## src/rtl/regfile_wb_arbiter_pkg.sv

```systemverilog
// Shared widths, requester IDs and the one-hot helper for the writeback arbiter.
// Register x0 is hardwired to zero, so it never appears in a one-hot mask.
package regfile_wb_arbiter_pkg;

  localparam int XLEN     = 64;
  localparam int REG_AW   = 5;
  localparam int NUM_REGS = 32;

  typedef enum logic {
    REQ_LD  = 1'b0,
    REQ_ALU = 1'b1
  } req_id_e;

  // x0 is masked off so that writes to it never mark anything as pending.
  function automatic logic [NUM_REGS-1:0] reg_onehot(input logic [REG_AW-1:0] addr);
    logic [NUM_REGS-1:0] v;
    v       = '0;
    v[addr] = 1'b1;
    v[0]    = 1'b0;
    return v;
  endfunction

endpackage

```

## src/rtl/regfile_wb_ldq.sv

```systemverilog
// Load-writeback FIFO. The head is read combinationally so that it can be granted in the same cycle.
// A push that arrives while the FIFO is full is accepted only if the head is popped in the same cycle.
module regfile_wb_ldq
  import regfile_wb_arbiter_pkg::*;
#(
  parameter int DEPTH = 2
) (
  input  logic                         i_clk,
  input  logic                         i_rst,
  input  logic                         i_push,
  input  logic [REG_AW-1:0]            i_push_addr,
  input  logic [XLEN-1:0]              i_push_data,
  input  logic                         i_pop,
  output logic [REG_AW-1:0]            o_head_addr,
  output logic [XLEN-1:0]              o_head_data,
  output logic                         o_full,
  output logic                         o_empty,
  output logic                         o_drop,
  output logic [DEPTH-1:0]             o_entry_valid,
  output logic [DEPTH-1:0][REG_AW-1:0] o_entry_addr
);

  localparam int PW = $clog2(DEPTH);
  localparam int CW = PW + 1;

  logic [REG_AW-1:0] r_addr_mem [DEPTH];
  logic [XLEN-1:0]   r_data_mem [DEPTH];
  logic [PW-1:0]     r_rd_ptr;
  logic [PW-1:0]     r_wr_ptr;
  logic [CW-1:0]     r_count;
  logic              w_do_pop;
  logic              w_do_push;

  assign o_full      = (r_count == CW'(DEPTH));
  assign o_empty     = (r_count == '0);
  assign w_do_pop    = i_pop && !o_empty;
  assign w_do_push   = i_push && (!o_full || w_do_pop);
  assign o_drop      = i_push && o_full && !w_do_pop;
  assign o_head_addr = r_addr_mem[r_rd_ptr];
  assign o_head_data = r_data_mem[r_rd_ptr];

  // When the FIFO is full, the write slot is the head being popped, so it is overwritten after it has been read.
  always_ff @(posedge i_clk) begin
    if (w_do_push) begin
      r_addr_mem[r_wr_ptr] <= i_push_addr;
      r_data_mem[r_wr_ptr] <= i_push_data;
    end
  end

  always_ff @(posedge i_clk) begin
    if (i_rst) begin
      r_rd_ptr <= '0;
      r_wr_ptr <= '0;
      r_count  <= '0;
    end else begin
      if (w_do_push) r_wr_ptr <= r_wr_ptr + PW'(1);
      if (w_do_pop)  r_rd_ptr <= r_rd_ptr + PW'(1);
      if (w_do_push && !w_do_pop)
        r_count <= r_count + CW'(1);
      else if (!w_do_push && w_do_pop)
        r_count <= r_count - CW'(1);
    end
  end

  // A slot is live when its distance from the read pointer is below the occupancy.
  for (genvar gi = 0; gi < DEPTH; gi++) begin : g_entry
    logic [PW-1:0] w_off;
    assign w_off             = PW'(gi) - r_rd_ptr;
    assign o_entry_valid[gi] = (CW'(w_off) < r_count);
    assign o_entry_addr[gi]  = r_addr_mem[gi];
  end

endmodule

```

## src/rtl/regfile_wb_arbiter.sv

```systemverilog
// Arbitrates a single register-file write port between the ALU and a queued load return path.
// Grants are registered into the write stage and appear one cycle after the grant.
module regfile_wb_arbiter
  import regfile_wb_arbiter_pkg::*;
#(
  parameter int LDQ_DEPTH = 2
) (
  input  logic                i_clk,
  input  logic                i_rst,
  input  logic                i_alu_valid,
  input  logic [REG_AW-1:0]   i_alu_addr,
  input  logic [XLEN-1:0]     i_alu_data,
  output logic                o_alu_ready,
  input  logic                i_ld_valid,
  input  logic [REG_AW-1:0]   i_ld_addr,
  input  logic [XLEN-1:0]     i_ld_data,
  input  logic                i_stall,
  output logic                o_write,
  output logic [REG_AW-1:0]   o_write_addr,
  output logic [XLEN-1:0]     o_write_data,
  output logic [NUM_REGS-1:0] o_pending,
  output logic                o_ld_overflow
);

  logic [REG_AW-1:0]                w_head_addr;
  logic [XLEN-1:0]                  w_head_data;
  logic                             w_ld_full;
  logic                             w_ld_empty;
  logic                             w_ld_drop;
  logic [LDQ_DEPTH-1:0]             w_entry_valid;
  logic [LDQ_DEPTH-1:0][REG_AW-1:0] w_entry_addr;

  logic              w_gnt_ld;
  logic              w_gnt_alu;
  logic              w_contested;
  logic [REG_AW-1:0] w_gnt_addr;
  logic [XLEN-1:0]   w_gnt_data;
  req_id_e           r_rr_next;

  logic              r_write;
  logic [REG_AW-1:0] r_write_addr;
  logic [XLEN-1:0]   r_write_data;
  logic              r_ld_overflow;

  regfile_wb_ldq #(.DEPTH(LDQ_DEPTH)) u_ldq (
    .i_clk         (i_clk),
    .i_rst         (i_rst),
    .i_push        (i_ld_valid),
    .i_push_addr   (i_ld_addr),
    .i_push_data   (i_ld_data),
    .i_pop         (w_gnt_ld),
    .o_head_addr   (w_head_addr),
    .o_head_data   (w_head_data),
    .o_full        (w_ld_full),
    .o_empty       (w_ld_empty),
    .o_drop        (w_ld_drop),
    .o_entry_valid (w_entry_valid),
    .o_entry_addr  (w_entry_addr)
  );

  assign w_contested = !w_ld_empty && i_alu_valid;

  // A full queue overrides round-robin and does not move the pointer.
  always_comb begin
    w_gnt_ld  = 1'b0;
    w_gnt_alu = 1'b0;
    if (!i_rst && !i_stall) begin
      if (w_ld_full)
        w_gnt_ld = 1'b1;
      else if (w_contested) begin
        if (r_rr_next == REQ_LD) w_gnt_ld  = 1'b1;
        else                     w_gnt_alu = 1'b1;
      end else if (!w_ld_empty)
        w_gnt_ld = 1'b1;
      else if (i_alu_valid)
        w_gnt_alu = 1'b1;
    end
  end

  assign w_gnt_addr  = w_gnt_ld ? w_head_addr : i_alu_addr;
  assign w_gnt_data  = w_gnt_ld ? w_head_data : i_alu_data;
  assign o_alu_ready = w_gnt_alu;

  always_ff @(posedge i_clk) begin
    if (i_rst)
      r_rr_next <= REQ_LD;
    else if (w_contested && !w_ld_full && !i_stall)
      r_rr_next <= w_gnt_ld ? REQ_ALU : REQ_LD;
  end

  // Grants to x0 are consumed but never reach the register file.
  always_ff @(posedge i_clk) begin
    if (i_rst) begin
      r_write       <= 1'b0;
      r_write_addr  <= '0;
      r_write_data  <= '0;
      r_ld_overflow <= 1'b0;
    end else begin
      r_write <= (w_gnt_ld || w_gnt_alu) && (w_gnt_addr != '0);
      if (w_gnt_ld || w_gnt_alu) begin
        r_write_addr <= w_gnt_addr;
        r_write_data <= w_gnt_data;
      end
      if (w_ld_drop) r_ld_overflow <= 1'b1;
    end
  end

  always_comb begin
    o_pending = '0;
    for (int i = 0; i < LDQ_DEPTH; i++)
      if (w_entry_valid[i]) o_pending = o_pending | reg_onehot(w_entry_addr[i]);
    if (i_alu_valid) o_pending = o_pending | reg_onehot(i_alu_addr);
    if (r_write)     o_pending = o_pending | reg_onehot(r_write_addr);
  end

  assign o_write       = r_write;
  assign o_write_addr  = r_write_addr;
  assign o_write_data  = r_write_data;
  assign o_ld_overflow = r_ld_overflow;

endmodule

```

## config.mk

```make
export PLATFORM = sky130hd
export DESIGN_NAME = regfile_wb_arbiter
export DESIGN_NICKNAME = d
export VERILOG_FILES = /design/src/rtl/regfile_wb_arbiter_pkg.sv /design/src/rtl/regfile_wb_ldq.sv /design/src/rtl/regfile_wb_arbiter.sv
export SDC_FILE = /design/constraint.sdc
export NUM_CORES = 1
export LEC_CHECK = 0
export ABC_AREA = 1
export CORE_MARGIN = 2
export CORE_UTILIZATION = 49
export DETAILED_ROUTE_END_ITERATION = 7
export GPL_TIMING_DRIVEN = 0
export PLACE_DENSITY = 0.91
export SKIP_CTS_REPAIR_TIMING = 1
export SYNTH_ARGS = -nofsm -noshare
export SYNTH_HDL_FRONTEND = slang
export SYNTH_SLANG_ARGS = --single-unit
export TNS_END_PERCENT = 10
```

## constraint.sdc

```tcl
create_clock -name i_clk -period 5.8 [get_ports i_clk]
set_input_delay 1.16 -clock i_clk [delete_from_list [all_inputs] [get_ports i_clk]]
set_output_delay 1.16 -clock i_clk [all_outputs]
set_load 0.02 [all_outputs]
```

==> results of run 1 <==
[power by group]
part           internal, mW  total [mW]  switching, mW
registers              1.81        1.89         0.0801
clock network         0.872        1.44          0.572
logic                 0.373       0.901          0.528
total                  3.05        4.23           1.18
[critical path: cells and delay by family]
family / cells / cell delay [ns]
buf+inv: 3 / 1.26
simple gates: 3 / 1.32
[state kept, by name (all words and copies together), names as in the netlist, named ones only]
name              flops
u_ldq.r_data_mem    128
o_write_data         64
u_ldq.r_addr_mem     10
o_write_addr          5
u_ldq.r_count         2
o_ld_overflow         1
o_write               1
r_rr_next             1
u_ldq.r_rd_ptr        1
u_ldq.r_wr_ptr        1
[final cells by class]
cell class	count	area (um2)	share of cell area, %
plain buffers	56	309	2.36
inverters	54	208	1.59
repair buffers	249	2530	19.4
flip-flops and latches	215	5690	43.5
well taps	260	325	2.49
diodes	1	2.50	0.0191
clock inverters	6	87.6	0.670
multi-input cells	689	3260	25.0
clock buffers	34	657	5.03
[cell families (layout without fill, tap and decap cells)]
kind of cell	count (synthesis)	count (layout)
AO/OA/AOI/OAI	197	197
adder cells (fa/ha/maj)	1	1
flip-flops	215	215
other	1	2
AND/OR/NAND/NOR	490	490
buffers and inverters	110	399
[routing by layer]
layer,part of all wire (%),global-route usage [%]
met4,2.8,9.38
met5,0,0
met1,39,35.1
met3,8.6,5.57
met2,50,48.8
[cell usage after synthesis (all sizes together), types with 41 or more instances]
master / number
buf: 41
o21ai: 99
edfxtp: 138
nand4: 53
nor3: 46
nand3: 51
dfxtp: 77
inv: 54
a21oi: 56
nand2: 325
a21o: 42
[per-stage QoR]
step	instances	util, %	hold slack, ns	power [mW]
global route	1563	69.4	0.490	4.40
detailed placement	1523	65.4	0.458	2.80
CTS	1563	69.4	0.475	4.24
global placement	1519	64.9	0.439	2.77
floorplan	1014	-	0.482	2.38
finish	1564	69.4	0.482	4.23
[placed cells by master, fill, tap and decap left out, types with 3 or more instances in the layout]
cell type,netlist,routed
a21o_1,42,42
a21oi_1,56,56
buf_1,3,3
buf_12,0,4
buf_2,22,22
buf_4,13,13
buf_6,3,3
clkbuf_1,15,22
clkbuf_16,0,23
clkbuf_8,0,4
clkdlybuf4s50_1,0,245
dfxtp_1,77,77
edfxtp_1,138,138
inv_1,52,52
nand2_1,321,321
nand3_1,49,49
nand4_1,53,53
nor2_1,15,13
nor3_1,46,46
o21ai_0,88,88
o21ai_1,11,11
[path summary, 6_finish.rpt]
| kind | slack [ns] | start | to |
|---|---|---|---|
| min | 0.48 | o_ld_overflow$_SDFFE_PP0P_ | o_ld_overflow$_SDFFE_PP0P_ |
| max | 0.90 | i_alu_addr[1] | o_pending[30] |
| min reg2reg | 0.48 | o_ld_overflow$_SDFFE_PP0P_ | o_ld_overflow$_SDFFE_PP0P_ |
| max reg2reg | 3.60 | u_ldq.r_count[0]$_SDFFE_PP0P_ | u_ldq.r_data_mem[1][53]$_DFFE_PP_ |
==> results_dict.tcl, run 1 <==
set metrics [dict create \
    outcome "finished, final reports clean" \
    finalHoldViolations 0 \
    final_area_um2 13100 \
    detail_route.vias_per_cell 5.49 \
    antenna_found_initial 0 \
    rsz0062_at_grt "false" \
    max_freq_ghz 0.204 \
    clock_sinks 215 \
    cts_made_buffers 22 \
    nNetsFinal 1431 \
    synth_edf_count 138 \
    crit_fanout 8 \
    die_w_um 143 \
    core_um2 18800 \
    nFillCells 1323 \
    synth.cell_area_um2 9450 \
    critPathSlowestCell "nor3_1" \
    setup_ws_ns 0.897 \
    grt_pass1_vias 8493 \
    cpMostUsedCell "clkdlybuf4s50_1" \
    fp.dieArea_um2 20400 \
    post-route-period-util_pct 84.5 \
    synthMuxAreaShare_pct 0 \
    startpoint_type "primary input" \
    ir_drop_v 0.000236 \
    crit_required_ns 4.64 \
    final-setup-viol-count 0 \
    period_needed_ns 4.90 \
    dp_hpwl_um 20700 \
    syn2layout_area_growth_pct 38.3 \
    synth_compound_area_share_pct 11.5 \
    r2r_cells 8 \
    syn_area_per_cell_um2 9.32 \
    synth_fa_ha_area_share_pct 0.132 \
    wl_per_cell_um 18.6 \
    place_ws_ns 0.993 \
    drt-initial-drc-count 839 \
    globalRouteOverflowTotal 0 \
    cellPowerDensity_nw_per_um2 324 \
    grt_use_total_pct 28.0 \
    critPathMaxStageDelay_ns 1.00 \
    port_buffers 245 \
    ant_nets 0 \
    synth_cell_types 24 \
    synth_top_area_cell "edfxtp_1" \
    synth.top_cell.area_share_pct 43.9 \
    slew_viol_final 0 \
    clk_pin_slew_worst_paths_ns 0.06 \
    h-tree-depth 1 \
    syn_inst 1014 \
    synth_xor_area_share_pct 0 \
    worstMarginPinSlew_ns 1.27 \
    synth.ff_latch_count 215 \
    synth_simple_gate_area_share_pct 22.6 \
    gp_congestion 0.942 \
    cts_root_buf "clkbuf_16" \
    whs_path_depth 2 \
    synth_nets 1158 \
    io_pins 247 \
    leakage_nw 4.95 \
    clock_latency_ns 0.50 \
    cts_tree "yes" \
    path_cells "clkdlybuf4s50_1 -> inv_1 -> nor3_1 -> nand2_1 -> nand4_1 -> clkdlybuf4s50_1" \
    skew_ns 0.0210 \
    initial_core_util_pct 50.2 \
    slew_headroom_pct 14.7 \
    async_flop_share_pct 0 \
    die_h_um 143 \
    ys_seq_area_share_pct 60.2 \
    synth_warnings 0 \
    grt_pass1_wl_um 44400 \
    drc 0 \
    synth-main-ff-cell "edfxtp_1" \
    drtPass1Iterations 5 \
    synth_top_family_by_area "simple AND/OR/NAND/NOR gates" \
    hp-class "register to register" \
    synth_area_leaders "edfxtp_1 (44%), dfxtp_1 (16%), nand2_1 (13%)" \
    crit_path_end_kind "output pin" \
    core.rowCount 50 \
    routed_wl_um 29100 \
    placed_area_um2 12300 \
    drive_above_1_share_pct 6.52 \
    routed-via-count 8589 \
    cap_viol_max_count 0 \
    critical_path_class "primary input to output pin" \
    grt_max_degree 30 \
    clock_path_buffers 3 \
    fin_setup_tns_ns 0 \
    crit_arrival_ns 3.74 \
]
(Power assumes the default switching activity.)
==> run 2, diff against run 1 <==
Clock period 5.8 ns to 4.9 ns, I/O delays scaled along.
==> run 2 against run 1 <==
  * Flip-flop and latch count is the same
  * Clock-buffer cell count shrank 5
  * Global-route usage is essentially flat
  * Largest cell class unchanged
  * Highest routed layer is now met5
==> results_dict.tcl, run 2 (same netlist as run 1, synthesis figures left out) <==
set metrics [dict create \
    clock_path_buffers 3 \
    cts_made_buffers 21 \
    routed_wl_um 29300 \
    grt_max_degree 33 \
    worst-path-buf-inv 3 \
    finalHoldViolations 0 \
    crit_path_end_kind "output pin" \
    swShare_pct 27.9 \
    nFillCells 1376 \
    wl_per_cell_um 18.8 \
    port_buffers 245 \
    p_sw_mw 1.37 \
    max_freq_ghz 0.223 \
    cellPowerDensity_nw_per_um2 378 \
    final-setup-viol-count 0 \
    core.rowCount 50 \
    h-tree-depth 1 \
    io_pins 247 \
    drt-initial-drc-count 603 \
    cts_tree "yes" \
    path_cells "clkdlybuf4s50_1 -> inv_1 -> nor3_1 -> nand2_1 -> nand4_1 -> clkdlybuf4s50_1" \
    post-route-period-util_pct 91.4 \
    clk_pin_slew_worst_paths_ns 0.06 \
    syn2layout_area_growth_pct 37.8 \
    cts_root_buf "clkbuf_16" \
    r2r_cells 9 \
    initial_core_util_pct 50.2 \
    outcome "finished, final reports clean" \
    instances_no_fill 1563 \
    critical_path_class "primary input to output pin" \
    drc 0 \
    grt_pass1_wl_um 44600 \
    die_h_um 143 \
    startpoint_type "primary input" \
    crit_required_ns 3.92 \
    critPathMaxStageDelay_ns 0.97 \
    largest_register "u_ldq.r_data_mem" \
    gp_congestion 0.934 \
    drive_above_1_share_pct 6.54 \
    rsz0062_at_grt "false" \
    power.clock.fraction_pct 32.9 \
    final_common_cell "nand2_1" \
    clock_sinks 215 \
    slew_headroom_pct 15.4 \
    routed-via-count 8583 \
    core_um2 18800 \
    die_w_um 143 \
    setup_ws_ns 0.419 \
    crit_arrival_ns 3.50 \
    critPathSlowestCell "nor3_1" \
    ant_nets 0 \
    skew_ns 0.00718 \
    power_frac_seq_pct 45.4 \
    cpMostUsedCell "clkdlybuf4s50_1" \
    r2r_slack_ns 2.37 \
    post-place-cells 1523 \
    slew_viol_final 0 \
    largest_reg_flops 128 \
    layout_common_cells "nand2_1 (321), clkdlybuf4s50_1 (245), edfxtp_1 (138), o21ai_0 (88), dfxtp_1 (77)" \
    period_needed_ns 4.48 \
    hp-class "register to register" \
    crit_cells 6 \
    dp_hpwl_um 21100 \
    grt_pass1_vias 8232 \
    p_comb_share_pct 21.7 \
    whs_ns 0.467 \
    grt_use_total_pct 28.0 \
    ir_drop_v 0.000300 \
    drtPass1Iterations 6 \
    nNetsFinal 1430 \
    cpLargestDelayFamily "simple AND/OR/NAND/NOR gates" \
    power.internal_mw 3.55 \
    whs_path_depth 2 \
    detail_route.vias_per_cell 5.49 \
    cap_viol_max_count 0 \
    antenna_found_initial 2 \
    globalRouteOverflowTotal 0 \
    fin_setup_tns_ns 0 \
    place_ws_ns 0.520 \
    fp.dieArea_um2 20400 \
    worstMarginPinSlew_ns 1.26 \
    crit_fanout 8 \
    clock_latency_ns 0.48 \
    leakage_nw 4.93 \
]
[run 2: final timing paths]
| path | start | to |
|---|---|---|
| worst max-delay path | i_alu_addr[0] | o_pending[13] |
| worst min-delay path | o_ld_overflow$_SDFFE_PP0P_ | o_ld_overflow$_SDFFE_PP0P_ |
| worst max register to register | u_ldq.r_count[0]$_SDFFE_PP0P_ | u_ldq.r_data_mem[0][1]$_DFFE_PP_ |
| worst min register to register | o_ld_overflow$_SDFFE_PP0P_ | o_ld_overflow$_SDFFE_PP0P_ |
[run 2: layout make-up]
class | instances | area (um2) | area share, %
multi-input cells | 689 | 3260 | 25.0
clock buffers | 29 | 606 | 4.65
plain buffers | 56 | 309 | 2.37
diodes | 3 | 7.51 | 0.0576
flip-flops and latches | 215 | 5690 | 43.7
well taps | 260 | 325 | 2.50
repair buffers | 249 | 2530 | 19.4
clock inverters | 8 | 88.8 | 0.682
inverters | 54 | 208 | 1.59
[run 2: routing by layer]
| metal | up-vias | routed length [um] | GRT usage, % |
|---|---|---|---|
| met4 | 2 | 786 | 7.87 |
| met2 | 417 | 14000 | 47.6 |
| met1 | 4046 | 11900 | 36.1 |
| met3 | 59 | 2610 | 6.34 |
| li1 | 4059 | - | - |
| met5 | - | 10 | 0 |
[run 2: power by group through the flow]
stage | Clock (mW) | Sequential [mW] | Combinational [mW]
2_1_floorplan | 0 | 2.36 | 0.453
3_3_place_gp | 0 | 2.28 | 1.01
3_5_place_dp | 0 | 2.27 | 1.05
4_1_cts | 1.64 | 2.23 | 1.06
5_1_grt | 1.71 | 2.25 | 1.15
6_report | 1.62 | 2.24 | 1.07
[run 2: metrics by stage]
step	util, %	cell area, um2	power (mW)
detailed placement	65.4	12300	3.32
floorplan	-	9450	2.81
global route	69.1	13000	5.11
finish	69.2	13000	4.92
CTS	69.1	13000	4.93
global placement	64.9	12200	3.28
[run 2: worst min-delay path, cell delays in order (launching register included)]
cell and delay [ns]:
dfxtp_1 0.32, inv_1 0.05, a21oi_1 0.05
==> run 3, diff against run 2 <==
Settings changed: SYNTH_HIERARCHICAL from default to 1.
==> run 3 against run 2 <==
  * Utilization decreased by 0.98 points
  * Power increased by 2.9%
  * Synthesized cell count decreased by 11%
  * Die area increased by 1.3%
  * Worst setup slack improved by 0.48 ns
  * Worst hold slack got worse by 0.0016 ns
  * Sequential share of layout area decreased by 0.53 points
==> results_dict.tcl, run 3 <==
set metrics [dict create \
    synth.top_cell.area_share_pct 43.3 \
    port_buffers 245 \
    largest_reg_flops 128 \
    leakage_nw 5.00 \
    synth.ff_latch_count 215 \
    syn_area_per_cell_um2 10.6 \
    use_met1_pct 31.5 \
    startpoint_type "primary input" \
    cap_viol_max_count 0 \
    multiInputGateArea_um2 3130 \
    reg2reg_from "u_ldq/r_count[1]$_SDFFE_PP0P_" \
    r2r_cells 12 \
    finalHoldViolations 0 \
    h-tree-depth 1 \
    busiest_layer "met2" \
    cellPowerDensity_nw_per_um2 384 \
    clock_path_buffers 3 \
    crit_required_ns 3.92 \
    wl_per_cell_um 19.2 \
    layout_common_cells "clkdlybuf4s50_1 (245), edfxtp_1 (138), inv_1 (122), o21ai_1 (119), nand2_1 (85)" \
    dp_hpwl_um 20200 \
    io_pins 247 \
    largest_register "u_ldq/r_data_mem" \
    grtUsageMet3_pct 4.63 \
    grt_max_degree 47 \
    routed-via-count 8104 \
    critPathSlowestCell "clkdlybuf4s50_1" \
    period_needed_ns 4.00 \
    synth_nets 1044 \
    grt_pass1_vias 8077 \
    synth_top_area_cell "edfxtp_1" \
    synth_area_leaders "edfxtp_1 (43%), dfxtp_1 (16%), mux2_2 (6.9%)" \
    async_flop_share_pct 0 \
    synth_warnings 6 \
    slew_headroom_pct 48.2 \
    antenna_found_initial 1 \
    ys_seq_area_share_pct 59.4 \
    globalRouteOverflowTotal 0 \
    initial_core_util_pct 49.5 \
    synth_common_cells "edfxtp_1 (138), inv_1 (123), o21ai_1 (119), nand2_1 (85), dfxtp_1 (77)" \
    detail_route.vias_per_cell 5.58 \
    nFillCells 1358 \
    skew_ns 0.0110 \
    drive_above_1_share_pct 13.0 \
    ant_nets 0 \
    final_common_cell "clkdlybuf4s50_1" \
    grt_use_total_pct 26.1 \
    core_um2 19300 \
    placed_area_um2 12400 \
    met2_usage_pct 45.2 \
    hp-class "register to register" \
    routed_wl_um 27900 \
    critical_path_class "primary input to output pin" \
    ir_drop_v 0.000315 \
    drt-initial-drc-count 701 \
    synth_most_common_cell "edfxtp_1" \
    regArea_um2 5690 \
    r2r_slack_ns 1.93 \
    crit_arrival_ns 3.02 \
    grt_pass1_wl_um 42000 \
    hp-start "o_write_data[4]$_SDFFE_PP0P_" \
    worstMarginPinSlew_ns 0.777 \
    core.rowCount 51 \
    crit_path_end_kind "output pin" \
    clk_pin_slew_worst_paths_ns 0.07 \
    die_h_um 144 \
    rsz0062_at_grt "false" \
    synth.cell_area_um2 9580 \
    gp_congestion 0.896 \
    die_w_um 144 \
    post-route-period-util_pct 81.6 \
    max_freq_ghz 0.250 \
    cts_tree "yes" \
    final-setup-viol-count 0 \
    fin_setup_tns_ns 0 \
    synth_cell_types 29 \
    r2r-end "u_ldq/r_data_mem[0][30]$_DFFE_PP_" \
    syn_inst 900 \
    cpMostUsedCell "clkdlybuf4s50_1" \
    synth-main-ff-cell "edfxtp_1" \
    final_area_um2 13200 \
    clock_latency_ns 0.50 \
    drtPass1Iterations 8 \
    critPathMaxStageDelay_ns 0.67 \
    crit_fanout 8 \
    outcome "finished, final reports clean" \
    fp.dieArea_um2 20700 \
    whs_path_depth 2 \
    path_cells "clkdlybuf4s50_1 -> nand3_1 -> o221ai_1 -> clkdlybuf4s50_1" \
    synth_edf_count 138 \
    slew_viol_final 0 \
    hold_path_end "o_write_data[4]$_SDFFE_PP0P_" \
    antennaDiodeCount 0 \
    clock_sinks 215 \
    drc 0 \
    nNetsFinal 1316 \
    syn2layout_area_growth_pct 37.6 \
    cts_made_buffers 22 \
    cts_root_buf "clkbuf_16" \
]
[run 3: power breakdown]
part           switching, mW  leakage, nW  total [mW]  internal (mW)
Sequential            0.0954         1.92        2.23           2.14
Combinational          0.632         2.71        1.14          0.507
Clock                  0.690        0.367        1.69           1.00
Total                   1.42         5.00        5.06           3.65
[run 3: stage by stage]
step	setup slack (ns)	hold slack (ns)	utilization [%]	total power, mW	std cells
2_1_floorplan	0.789	0.481	-	2.87	900
3_3_place_gp	-1.03	0.451	63.9	3.34	1410
3_5_place_dp	0.927	0.456	64.3	3.39	1413
4_1_cts	0.923	0.466	68.2	5.07	1453
5_1_grt	0.776	0.482	68.2	5.25	1453
6_report	0.904	0.465	68.2	5.06	1453
[run 3: final cells by class]
type / instances / area share (%)
Sequential cell: 215 / 43.1
Multi-Input combinational cell: 514 / 23.7
Timing Repair Buffer: 248 / 19.1
Clock buffer: 29 / 4.69
Inverter: 125 / 3.58
Tap cell: 265 / 2.52
Buffer: 46 / 2.31
Clock inverter: 11 / 0.949
[run 3: worst max path at each step]
stage / startpoint / end / cells after the start
after floorplan: i_stall / u_ldq/r_addr_mem[0][0]$_DFFE_PP_ / 8
after global placement: i_rst / u_ldq/r_data_mem[0][21]$_DFFE_PP_ / 9
after detailed placement: i_alu_valid / o_pending[9] / 4
after CTS: i_alu_valid / o_pending[9] / 4
after global routing: u_ldq/r_count[0]$_SDFFE_PP0P_ / o_pending[8] / 7
final: i_alu_valid / o_pending[9] / 4
[run 3: critical path, delay by kind of cell]
| kind | cells | cell delay, ns |
|---|---|---|
| compound gates | 1 | 0.36 |
| buf+inv | 2 | 1.31 |
| simple gates | 1 | 0.36 |
[run 3: routing by layer]
layer  wire, um  part of all wire (%)  vias to the layer above
met4       1250                   4.5                        2
met5         13                 0.047                        -
li1           -                     -                     3749
met3       2200                   7.9                       88
met1      10500                    38                     3841
met2      13900                    50                      424
[run 3: cell families after synthesis]
group           share of synthesized area, %
compound gates                          16.2
flops                                   59.4
buf+inv                                 8.07
simple gates                            7.67
mux                                     8.51
fa+ha+maj                              0.131
other cells                           0.0392
